**config.mk**
```make
export PLATFORM = sky130hd
export DESIGN_NAME = sd_spi
export DESIGN_NICKNAME = d
export VERILOG_FILES = /design/src/rtl/sd_spi.sv
export SDC_FILE = /design/constraint.sdc
export NUM_CORES = 1
export LEC_CHECK = 0
export ABC_CLOCK_PERIOD_IN_PS = 2100
export CAP_MARGIN = 15
export CORE_AREA = 2 2 122 124
export CTS_BUF_LIST = sky130_fd_sc_hd__clkbuf_2
export DETAILED_ROUTE_END_ITERATION = 8
export DIE_AREA = 0 0 124 126
export PLACE_DENSITY = 0.38
export REMOVE_ABC_BUFFERS = 1
export SYNTH_ARGS = -nofsm -noshare
export SYNTH_HDL_FRONTEND = slang
export SYNTH_SLANG_ARGS = --single-unit
```
**constraint.sdc**
```tcl
create_clock -name clock -period 2.1 [get_ports clock]
set_input_delay 0.315 -clock clock [delete_from_list [all_inputs] [get_ports clock]]
set_output_delay 0.315 -clock clock [all_outputs]
set_load 0.1 [all_outputs]
```
**src/rtl/sd_spi.sv**
```systemverilog
// sd_spi: SPI master for the SD card slot (mode 0, MSB first).
// Runs INIT (80 dummy clocks), XFER (one byte), and CS assert/deassert
// commands launched by a rising edge on sd_signal.
// Optional feature: define SD_FAST_EN so byte transfers use DIV_FAST;
// INIT always clocks at DIV_SLOW.
module sd_spi #(
  parameter int DIV_SLOW       = 62,
  parameter int DIV_FAST       = 1,
  parameter int TIMEOUT_CYCLES = 50000000
) (
  input  logic       clock,
  input  logic       reset_n,
  input  logic [1:0] sd_cmd,
  input  logic [7:0] sd_out,
  input  logic       sd_signal,
  output logic [7:0] sd_din,
  output logic       sd_busy,
  output logic       sd_timeout,
  output logic       spi_cs,
  output logic       spi_sclk,
  output logic       spi_mosi,
  input  logic       spi_miso
);

  localparam int DW = $clog2(DIV_SLOW + 1);
  localparam int TW = $clog2(TIMEOUT_CYCLES + 1);
`ifdef SD_FAST_EN
  localparam bit FAST_EN = 1'b1;
`else
  localparam bit FAST_EN = 1'b0;
`endif
  localparam logic [DW-1:0] SLOW_LIM = DW'(DIV_SLOW);
  localparam logic [DW-1:0] XFER_LIM = FAST_EN ? DW'(DIV_FAST) : DW'(DIV_SLOW);

  typedef enum logic [2:0] {IDLE, CSCTL, SHIFT_LO, SHIFT_HI, DONE} state_t;
  state_t state, state_nx;

  logic          sig_q;
  logic [1:0]    cmd_q;
  logic [6:0]    tx_sh;
  logic [7:0]    rx_sh;
  logic [DW-1:0] div_cnt, div_lim;
  logic [6:0]    bit_cnt;
  logic [TW-1:0] to_cnt;
  logic          accept, phase_end, is_init, last_bit;

  assign accept    = sd_signal & ~sig_q & (state == IDLE);
  assign phase_end = (div_cnt == div_lim - DW'(1));
  assign is_init   = (cmd_q == 2'd0);
  assign last_bit  = (bit_cnt == (is_init ? 7'd79 : 7'd7));
  assign sd_busy    = (state != IDLE);
  assign sd_timeout = (to_cnt == TW'(TIMEOUT_CYCLES));

  // State register
  always_ff @(posedge clock or negedge reset_n) begin
    if (!reset_n) state <= IDLE;
    else          state <= state_nx;
  end

  // Next-state logic: each SCLK half-period is one SHIFT_LO/SHIFT_HI phase
  always_comb begin
    state_nx = state;
    case (state)
      IDLE:     if (accept) state_nx = (sd_cmd[1]) ? CSCTL : SHIFT_LO;
      CSCTL:    state_nx = DONE;
      SHIFT_LO: if (phase_end) state_nx = SHIFT_HI;
      SHIFT_HI: if (phase_end) state_nx = last_bit ? DONE : SHIFT_LO;
      DONE:     state_nx = IDLE;
      default:  state_nx = IDLE;
    endcase
  end

  // Datapath: command latch, SCLK divider, shift registers and pin drivers
  always_ff @(posedge clock or negedge reset_n) begin
    if (!reset_n) begin
      sig_q    <= 1'b0;
      cmd_q    <= 2'd0;
      tx_sh    <= 7'd0;
      rx_sh    <= 8'd0;
      div_cnt  <= '0;
      div_lim  <= SLOW_LIM;
      bit_cnt  <= 7'd0;
      sd_din   <= 8'hFF;
      spi_cs   <= 1'b1;
      spi_sclk <= 1'b0;
      spi_mosi <= 1'b1;
    end else begin
      sig_q <= sd_signal;
      case (state)
        IDLE: if (accept) begin
          cmd_q   <= sd_cmd;
          tx_sh   <= sd_out[6:0];
          div_cnt <= '0;
          bit_cnt <= 7'd0;
          div_lim <= (sd_cmd == 2'd1) ? XFER_LIM : SLOW_LIM;
          if (sd_cmd == 2'd1) spi_mosi <= sd_out[7];
          if (sd_cmd == 2'd0) begin
            spi_cs   <= 1'b1;
            spi_mosi <= 1'b1;
          end
        end
        // cmd 2 drives CS low, cmd 3 high: the LSB is the pin level
        CSCTL: spi_cs <= cmd_q[0];
        SHIFT_LO: begin
          if (phase_end) begin
            div_cnt  <= '0;
            spi_sclk <= 1'b1;
            rx_sh    <= {rx_sh[6:0], spi_miso};
          end else begin
            div_cnt <= div_cnt + DW'(1);
          end
        end
        SHIFT_HI: begin
          if (phase_end) begin
            div_cnt  <= '0;
            spi_sclk <= 1'b0;
            bit_cnt  <= bit_cnt + 7'd1;
            if (last_bit) begin
              if (!is_init) sd_din <= rx_sh;
            end else if (!is_init) begin
              spi_mosi <= tx_sh[6];
              tx_sh    <= {tx_sh[5:0], 1'b0};
            end
          end else begin
            div_cnt <= div_cnt + DW'(1);
          end
        end
        DONE: spi_mosi <= 1'b1;
        default: ;
      endcase
    end
  end

  // Idle timeout: counts only while idle, saturates, cleared by an accept
  always_ff @(posedge clock or negedge reset_n) begin
    if (!reset_n)
      to_cnt <= '0;
    else if (accept || state != IDLE)
      to_cnt <= '0;
    else if (to_cnt != TW'(TIMEOUT_CYCLES))
      to_cnt <= to_cnt + TW'(1);
  end

endmodule

```
==> results of run 1 <==
-- kinds of logic after synthesis --
logic type | Yosys count | synth area share
muxes | 25 | 0.0779
buffers and inverters | 15 | 0.0183
DFF | 71 | 0.514
adders and majority gates | 5 | 0.0180
and+or+nand+nor | 151 | 0.236
xor gates and xnor gates | 26 | 0.0654
AOI/OAI and AO/OA | 41 | 0.0711
-- final cells by class --
class	instances	area, sq um
Fill cell	1513	9960
Sequential cell	71	1790
Timing Repair Buffer	59	517
Tap cell	184	230
Clock inverter	6	85.1
Multi-Input combinational cell	248	1660
Clock buffer	10	50.0
Inverter	6	22.5
-- power by group --
| group | total [uW] | leakage (uW) | internal, uW | switching [uW] |
|---|---|---|---|---|
| clock network | 899 | 0.0000779 | 394 | 505 |
| logic | 87.1 | 0.000851 | 40.1 | 47.0 |
| registers | 1390 | 0.000903 | 1380 | 8.37 |
| total | 2370 | 0.00183 | 1810 | 561 |
-- flip-flops by register name, indices dropped and copies added (netlist names) --
signal and cells:
spi_sclk 1, spi_mosi 1, state 3, div_cnt 6, spi_cs 1, cmd_q 2
to_cnt 26, bit_cnt 7, sig_q 1, rx_sh 8, sd_din 8, tx_sh 7
-- cell usage after synthesis (2+ instances only) --
cell type                  instances
sky130_fd_sc_hd__nor2_2            3
sky130_fd_sc_hd__nor4b_1           2
sky130_fd_sc_hd__or3_1             4
sky130_fd_sc_hd__o31ai_1           2
sky130_fd_sc_hd__xnor2_1           3
sky130_fd_sc_hd__nor4_1            2
sky130_fd_sc_hd__nor3_2            2
sky130_fd_sc_hd__and4_1            2
sky130_fd_sc_hd__nor3_4            2
sky130_fd_sc_hd__mux2_2            8
sky130_fd_sc_hd__nand2b_1          2
sky130_fd_sc_hd__nand2_1          42
sky130_fd_sc_hd__nor2_1           41
sky130_fd_sc_hd__buf_1             2
sky130_fd_sc_hd__inv_2             2
sky130_fd_sc_hd__nand3_2           2
sky130_fd_sc_hd__xor2_1           23
sky130_fd_sc_hd__dfrtp_1          61
sky130_fd_sc_hd__nand3b_1          4
sky130_fd_sc_hd__and3_1            6
sky130_fd_sc_hd__ha_1              5
sky130_fd_sc_hd__mux2i_1           8
sky130_fd_sc_hd__nor3_1            2
sky130_fd_sc_hd__mux2_1            9
sky130_fd_sc_hd__nand4_1          11
sky130_fd_sc_hd__a21oi_1          10
sky130_fd_sc_hd__o21ai_1           9
sky130_fd_sc_hd__nand3_1          11
sky130_fd_sc_hd__dfstp_2          10
sky130_fd_sc_hd__o32a_1            3
sky130_fd_sc_hd__o21ai_0          11
sky130_fd_sc_hd__nor2b_1           5
sky130_fd_sc_hd__buf_2             6
sky130_fd_sc_hd__inv_1             4
-- stage by stage --
step | utilization | power, uW | worst slack [ns]
floorplan | - | 1430 | -0.466
global placement | 0.284 | 1500 | 0.247
detailed placement | 0.284 | 1500 | 0.222
CTS | 0.298 | 2430 | -0.265
global route | 0.304 | 2510 | -0.418
finish | 0.304 | 2370 | -0.205
-- worst max-delay path, delay by kind of cell, from the launching register on --
kind          cells  cell delay (ns)
simple gates      3             0.78
buf+inv           1             0.22
flops             1             0.47
-- layer usage --
layer  GRT usage  vias up  wire, microns
met5           0        -              0
met4      0.0238        0             68
met3      0.0380        5            308
met2       0.175       26           3840
met1       0.145     1291           3650
li1            -     1288              -
-- worst max-delay path by stage --
stage | from | endpoint | slack, ns
after global placement | sd_cmd[1] | spi_mosi$_DFFE_PN1P_ | 0.25
after CTS | to_cnt[2]$_DFFE_PN0P_ | sd_timeout | -0.27
after global routing | to_cnt[10]$_DFFE_PN0P_ | sd_timeout | -0.42
final | to_cnt[10]$_DFFE_PN0P_ | sd_timeout | -0.20
after floorplan | to_cnt[4]$_DFFE_PN0P_ | to_cnt[1]$_DFFE_PN0P_ | -0.47
after detailed placement | sd_cmd[1] | spi_mosi$_DFFE_PN1P_ | 0.22
-- repair_timing --
| action | in CTS | in global routing |
|---|---|---|
| hold endpoints to repair | 28 | 0 |
| buffers inserted | 5 | 9 |
| hold buffers | 1 | 0 |
| pin swaps | 3 | 3 |
| resized for setup | 3 | 4 |
| endpoints found under the setup margin | 2 | 2 |
==> run metrics, run 1 <==
# DRC=0; asr flop ratio synth=1.00; number of sinks driven by the clock tree=71; EDFF count, synth=0; number of vias per cell after detailed routing=4.47; most used flip-flop cell after synthesis=sky130_fd_sc_hd__dfrtp_1; number of standard cells after synthesis=334; area growth from synthesis to final layout=24.9%; DRC marker count from the first detailed-route iteration=130; DRT Wirelength=7.86 mm; Post-DP Area=4070 sq um; first-pass detailed-route iteration total=4; Placer Congestion=0.769; vias in the first global route=2,655; internal reg-to-reg setup slack=0.17 ns; fraction of the yosys area taken by sequential cells=0.514; number of storage elements in the synthesis netlist=71; total core area=14,300 sq um; combined global-route utilization of all metal layers=0.110; maximum vdd drop=0.000332 V; share of the synthesized area in the top cell type=0.438; detailed-placement wirelength estimate=5.37 mm; Max Root-Sink Buffers=2; Worst Tran Pin Value=0.568 ns; source of the worst register-to-register timing path=to_cnt[10]$_DFFE_PN0P_; crit end category=output port; total die area=15,600 sq um; Hold Vio Cnt, Final=0; count of non-filler cells in the finished layout=584; leading post-synthesis cells by cell area=sky130_fd_sc_hd__dfrtp_1 44%, sky130_fd_sc_hd__dfstp_2 7.5%, sky130_fd_sc_hd__xor2_1 5.8%; synth warn=0; clock buffers created by TritonCTS=9; crit path max fanout=4; net total in the final layout=414; unrepaired setup endpoints after global routing=true; Worst Slack Setup Final=-0.205 ns; data arrival at the endpoint of the critical path=1.99 ns; final setup violation count=1; status=finished, violations left; number of H-tree levels=3; cells along the critical path=nor4b_2 -> nand2_1 -> nor4_4 -> buf_12; leakage component of the power=0.00183 uW; clock latency at the later pin of the worst-skew pair=0.52 ns; delay of the slowest cell on the worst path=0.47 ns; pins over their slew limit=0; final design instance area without fill=4350 sq um; clock transition at the register clock pins on the worst setup and hold paths after CTS=0.21 ns; grt ovf=0; global-route wire length before repair=13.4 mm; die extent in x=124 microns; final hold slack=0.235 ns; final antenna-violating net count=0; total negative slack=-0.205 ns; TritonCTS clock tree=done; post-synth design cell area=3480 sq um; root buffer cell=sky130_fd_sc_hd__clkbuf_2; pin count of the biggest net entering global routing=31; count of buffers inserted at the top-level ports=26; routed length per instance=13.5 microns; Worst Path Class, Setup=reg -> out; Final min period=2.30 ns; # placed instances=553; reg-to-reg endpoint=to_cnt[1]$_DFFE_PN0P_; element type at the critical path start=flop; most frequent cells in the layout=59 x sky130_fd_sc_hd__dfrtp_1, 42 x sky130_fd_sc_hd__nand2_1, 42 x sky130_fd_sc_hd__buf_4; die height=126 microns; number of diodes added for antenna fixing=0; Final Skew=0.0227 ns; number of antenna violations at the first check in global routing=0; Power Dens Cells=545 nW/um^2; row count=44; Worst EP required=1.78 ns; most common cell after layout, fill and taps aside=sky130_fd_sc_hd__dfrtp_1; total number of vias=2,610; cell with the largest stage delay on the worst path=sky130_fd_sc_hd__dfrtp_1; number of different library cells in the post-synthesis netlist=49; Initial Utilization=0.243; violated checks=negative setup slack; kind of path behind the tightest hold check=in -> async; MaxCap Viol Count=0; logic depth of the worst register-to-register path=8; I/O pin cnt=27; synthesized area per cell=10.4 sq um; worst max-slew margin expressed relative to the limit=0.619; Max Clock Freq=434 MHz; fraction of layout cells with a size suffix above 1=0.250; fraction of the cycle the final worst path needs=1.10; Synth area leader=sky130_fd_sc_hd__dfrtp_1
(Power assumes the default switching activity.)
==> run 2: changes to the inputs <==
--- a/config.mk
+++ b/config.mk
@@ -13,2 +13,3 @@
 export DIE_AREA = 0 0 124 126
+export GPL_TIMING_DRIVEN = 0
 export PLACE_DENSITY = 0.38
--- a/constraint.sdc
+++ b/constraint.sdc
@@ -3,2 +3,2 @@
 set_output_delay 0.315 -clock clock [all_outputs]
-set_load 0.1 [all_outputs]
+set_load 0.05 [all_outputs]
==> run 2 against run 1 <==
Effect of this change:
- wire length shrank 3.3%
- sequential power is essentially flat
- critical path type unchanged
- combinational power down 3.6%
- sequential share of layout area grew 1.1 points
- count of clock-buffer cells in the layout is 1 higher
- clock power shrank 2%
- critical path depth unchanged
- critical endpoint unchanged
- flip-flop and latch count unchanged
- register-to-register slack improved by 0.05 ns
- final area fell by 2.2%
- the flow still finishes with violations (negative setup slack)
- highest routed layer unchanged
==> run metrics, run 2 (synthesis results as in run 1) <==
count of filler cells inserted in the layout=1,525; largest reg by FF count=to_cnt; # placed instances=536; count of non-filler cells in the finished layout=567; most common cell after layout, fill and taps aside=sky130_fd_sc_hd__dfrtp_1; Worst Path Class, Setup=reg -> out; first-pass detailed-route iteration total=4; final setup violation count=1; final antenna-violating net count=0; DRC marker count from the first detailed-route iteration=154; Max Clock Freq=456 MHz; internal power=1810 uW; Worst Tran Pin Value=0.628 ns; clock transition at the register clock pins on the worst setup and hold paths after CTS=0.21 ns; violated checks=negative setup slack; crit end category=output port; DRT Wirelength=7.60 mm; fraction of layout cells with a size suffix above 1=0.206; die extent in x=124 microns; clock latency at the later pin of the worst-skew pair=0.50 ns; worst max-slew margin expressed relative to the limit=0.578; Worst EP required=1.78 ns; TritonCTS clock tree=done; net total in the final layout=397; Hold Vio Cnt, Final=0; MaxCap Viol Count=0; number of sinks driven by the clock tree=71; Placer Congestion=0.716; I/O pin cnt=27; source of the worst register-to-register timing path=div_cnt[1]$_DFFE_PN0P_; combinational share of power=0.036; crit path max fanout=5; Pwr Total=2350 uW; number of antenna violations at the first check in global routing=0; row count=44; kind of path behind the tightest hold check=in -> async; combined global-route utilization of all metal layers=0.105; final hold slack=0.290 ns; number of diodes added for antenna fixing=0; global-route wire length before repair=12.9 mm; grt ovf=0; Initial Utilization=0.243; vias in the first global route=2,545; Final min period=2.19 ns; total core area=14,300 sq um; switching power=543 uW; # DRC=0; maximum vdd drop=0.000226 V; data arrival at the endpoint of the critical path=1.88 ns; most frequent cells in the layout=54 x sky130_fd_sc_hd__dfrtp_1, 41 x sky130_fd_sc_hd__nand2_1, 40 x sky130_fd_sc_hd__nor2_1; unrepaired setup endpoints after global routing=true; fraction of the cycle the final worst path needs=1.04; detailed-placement wirelength estimate=4.89 mm; routed length per instance=13.4 microns; launching instance or port of the critical path=to_cnt[9]$_DFFE_PN0P_; reg-to-reg endpoint=sd_din[7]$_DFFE_PN1P_; sequential cell fraction of total power=0.589; pins over their slew limit=0; Largest register FFs=26; internal reg-to-reg setup slack=0.22 ns; Final Skew=0.0238 ns; largest registers=to_cnt: 26 flops, rx_sh: 8 flops, sd_din: 8 flops; element type at the critical path start=flop; Max Root-Sink Buffers=2; Power Dens Cells=553 nW/um^2; total die area=15,600 sq um; number of vias per cell after detailed routing=4.48; crit path to=sd_timeout; total number of vias=2,539; logic depth of the worst register-to-register path=8; number of H-tree levels=3; Worst Slack Setup Final=-0.0914 ns; status=finished, violations left; final standard cell utilization of the core=0.297; die height=126 microns; clock network fraction of total power=0.375; Net Sw Frac=0.231; area growth from synthesis to final layout=22.2%; clock buffers created by TritonCTS=9; leakage component of the power=0.00179 uW; count of buffers inserted at the top-level ports=26; root buffer cell=sky130_fd_sc_hd__clkbuf_2; pin count of the biggest net entering global routing=37
-- run 2: cell count changes in the layout (fill, tap and decap cells not counted), sizes merged --
cell           delta
buf              -29
clkbuf            +1
clkdlybuf4s15     +1
clkinv            +1
clkinvlp          -2
dlygate4sd2      +10
dlymetal6s2s      +1
-- run 2: per-layer routing --
| layer | vias up | global-route usage | share of wire |
|---|---|---|---|
| met5 | - | 0 | 0 |
| met4 | 0 | 0.0218 | 0.0091 |
| met3 | 6 | 0.0380 | 0.036 |
| met2 | 26 | 0.163 | 0.47 |
| met1 | 1253 | 0.141 | 0.49 |
| li1 | 1254 | - | - |
-- run 2: stage by stage --
stage	cell area (sq um)	setup WS (ns)	TNS, ns
3_3_place_gp	3930	-2.07	-146.97
3_5_place_dp	3950	-1.10	-10.37
4_1_cts	4200	-0.182	-0.182
5_1_grt	4260	-0.276	-0.276
6_report	4260	-0.0914	-0.0914
2_1_floorplan	3440	-0.00337	-0.00337
-- run 2: worst max-delay path, stage by stage (launching register included) --
cell                      delay [ns]
sky130_fd_sc_hd__dfrtp_2        0.48
sky130_fd_sc_hd__nor4b_2        0.26
sky130_fd_sc_hd__nand2_1        0.12
sky130_fd_sc_hd__nor4_4         0.32
sky130_fd_sc_hd__buf_6          0.20
-- run 2: cell type report --
type                       count  area, sq um  area share
clock inverter                 5         72.6      0.0170
multi-input combinational    248         1680       0.395
timing repair buffer          42          398      0.0934
inverter                       6         22.5     0.00529
clock buffer                  11         55.1      0.0129
sequential                    71         1800       0.422
tap                          184          230      0.0541
-- run 2: how the worst min path moves through the flow --
stage,from,end,slack (ns),cells past startpoint
3_3_place_gp,cmd_q[1]$_DFFE_PN0P_,cmd_q[1]$_DFFE_PN0P_,0.47,2
3_5_place_dp,reset_n,spi_sclk$_DFFE_PN0P_,0.32,1
5_1_grt,sd_signal,sig_q$_DFF_PN0_,0.23,1
2_1_floorplan,reset_n,bit_cnt[0]$_DFFE_PN0P_,0.02,0
6_report,reset_n,rx_sh[4]$_DFFE_PN0P_,0.29,2
4_1_cts,sd_signal,sig_q$_DFF_PN0_,0.24,1
-- run 2: power by group through the flow --
stage	sequential [uW]	combinational (uW)	clock (uW)
after global placement	1410	81.2	0
after global routing	1390	95.9	979
after floorplan	1410	20.9	0
after CTS	1390	88.2	937
after detailed placement	1410	85.0	0
final	1390	84.0	883
-- run 2: timing repair --
item / in CTS / in global routing
endpoints found under the hold margin: 25 / 0
gates resized for setup: 30 / 8
hold buffers: 1 / 0
setup buffers: 9 / 5
pin swaps: 4 / 1
endpoints found under the setup margin: 59 / 19
==> run 3: changes to the inputs <==
- CORE_AREA: 2 2 122 124 -> 2 2 135 111
- DIE_AREA: 0 0 124 126 -> 0 0 137 113
- SLEW_MARGIN: unset -> 5
==> run 3 against run 2 <==
Effect of this change:
- the flow still finishes with violations (negative setup slack)
- worst setup slack lost 0.053 ns
- core utilization is 0.48 points higher
- global-route usage increased by 0.76 points
- critical path type unchanged
- wire length rose by 2.7%
- sequential power hardly changed
- critical endpoint unchanged
- clock skew up 0.018 ns
- count of clock-buffer cells in the layout down 2
- sequential share of layout area up 0.070 points
- clock power shrank 2.4%
- die area decreased by 0.92%
- non-clock buffer count grew 2
==> run metrics, run 3 (synthesis results as in run 1) <==
routed length per instance=13.7 microns; row count=39; final setup violation count=1; internal reg-to-reg setup slack=0.12 ns; violated checks=negative setup slack; number of H-tree levels=3; maximum vdd drop=0.000268 V; total die area=15,500 sq um; total core area=14,100 sq um; Worst Tran Pin Value=0.639 ns; internal power=1700 uW; pin count of the biggest net entering global routing=58; grt ovf=0; crit end category=output port; DRC marker count from the first detailed-route iteration=132; total number of vias=2,555; clock transition at the register clock pins on the worst setup and hold paths after CTS=0.22 ns; die height=113 microns; largest reg by FF count=to_cnt; Final min period=2.24 ns; Initial Utilization=0.248; clock buffers created by TritonCTS=9; Worst Slack Setup Final=-0.145 ns; element type at the critical path start=flop; DRT Wirelength=7.81 mm; sequential cell fraction of total power=0.594; number of sinks driven by the clock tree=71; Max Root-Sink Buffers=2; unrepaired setup endpoints after global routing=true; combined global-route utilization of all metal layers=0.113; area growth from synthesis to final layout=21.9%; number of antenna violations at the first check in global routing=0; launching instance or port of the critical path=to_cnt[16]$_DFFE_PN0P_; number of diodes added for antenna fixing=0; number of vias per cell after detailed routing=4.49; kind of path behind the tightest hold check=in -> async; final antenna-violating net count=0; Largest register FFs=26; die extent in x=137 microns; status=finished, violations left; global-route wire length before repair=13.2 mm; crit path max fanout=2; combinational share of power=0.037; source of the worst register-to-register timing path=div_cnt[1]$_DFFE_PN0P_; fraction of layout cells with a size suffix above 1=0.216; root buffer cell=sky130_fd_sc_hd__clkbuf_2; net total in the final layout=399; Placer Congestion=0.689; count of buffers inserted at the top-level ports=26; leakage component of the power=0.00174 uW; Hold Vio Cnt, Final=0; Max Clock Freq=445 MHz; final hold slack=0.113 ns; I/O pin cnt=27; Final Skew=0.0416 ns; switching power=632 uW; data arrival at the endpoint of the critical path=1.93 ns; TritonCTS clock tree=done; largest registers=to_cnt: 26 flops, rx_sh: 8 flops, sd_din: 8 flops; vias in the first global route=2,516; reg-to-reg endpoint=sd_din[0]$_DFFE_PN1P_; Power Dens Cells=550 nW/um^2; # placed instances=536; Worst Path Class, Setup=reg -> out; clock latency at the later pin of the worst-skew pair=0.59 ns; worst-case setup slack after placement=-1.12 ns; Net Sw Frac=0.271; count of non-filler cells in the finished layout=569; pins over their slew limit=0; clock network fraction of total power=0.369; most frequent cells in the layout=55 x sky130_fd_sc_hd__dfrtp_1, 41 x sky130_fd_sc_hd__nor2_1, 41 x sky130_fd_sc_hd__nand2_1; fraction of the cycle the final worst path needs=1.07; first-pass detailed-route iteration total=4; # DRC=0; logic depth of the worst register-to-register path=8; Worst EP required=1.78 ns; MaxCap Viol Count=0; most common cell after layout, fill and taps aside=sky130_fd_sc_hd__dfrtp_1; detailed-placement wirelength estimate=5.01 mm; worst max-slew margin expressed relative to the limit=0.570
## run 3: cell types whose count changed in the layout (fill, tap and decap cells not counted), sizes merged, moves of 2 or more
cell           change
inv                +2
clkinvlp           +2
clkdlybuf4s15      +5
buf                +3
clkbuf             +2
dlygate4sd2        -9
## run 3: per-layer routing
metal / routed length [microns] / vias to the layer above / global-route usage
li1: - / 1273 / -
met3: 325 / 8 / 0.0488
met4: 95 / 0 / 0.0330
met5: 0 / - / 0
met2: 3350 / 31 / 0.160
met1: 4030 / 1243 / 0.155
## run 3: repair_timing
item,in CTS,in global routing
hold buffers,1,0
endpoints found under the hold margin,61,0
setup buffers,13,3
pin swaps,5,3
gates resized for setup,33,19
setup endpoints to repair,60,35
## run 3: worst max-delay path by stage
| stage | to | slack, ns | depth (start not counted) |
|---|---|---|---|
| detailed placement | tx_sh[0]$_DFFE_PN0P_ | -1.12 | 5 |
| global route | sd_timeout | -0.32 | 4 |
| global placement | rx_sh[1]$_DFFE_PN0P_ | -2.12 | 1 |
| finish | sd_timeout | -0.14 | 4 |
| CTS | sd_timeout | -0.25 | 4 |
| floorplan | to_cnt[1]$_DFFE_PN0P_ | -0.003 | 5 |
## run 3: power by group through the flow
stage	Combinational, uW	Clock (uW)	Sequential [uW]
after floorplan	20.9	0	1410
after global placement	81.7	0	1410
after detailed placement	88.2	0	1410
after CTS	89.8	918	1390
after global routing	98.9	983	1390
final	86.6	862	1390
## run 3: per-stage QoR
step	total power [uW]	setup TNS, ns	instance area [sq um]	utilization
after floorplan	1430	-0.00337	3440	-
after global placement	1490	-150.13	3930	0.280
after global routing	2470	-0.344	4250	0.302
after CTS	2400	-0.247	4220	0.300
final	2340	-0.145	4250	0.302
after detailed placement	1500	-10.39	3960	0.282
## run 3: final cells by class
class | instances | area (sq um)
clock buffer | 9 | 45.0
inverter | 6 | 22.5
fill | 1461 | 9810
clock inverter | 7 | 80.1
multi-input combinational | 248 | 1670
tap | 184 | 230
sequential | 71 | 1800
timing repair buffer | 44 | 405
## run 3: worst max-delay path: stages, from the launching register on
cell and delay [ns]:
sky130_fd_sc_hd__dfrtp_1 0.44, sky130_fd_sc_hd__nor4_1 0.30, sky130_fd_sc_hd__nand4_1 0.18, sky130_fd_sc_hd__nor4_4 0.23
sky130_fd_sc_hd__buf_6 0.21
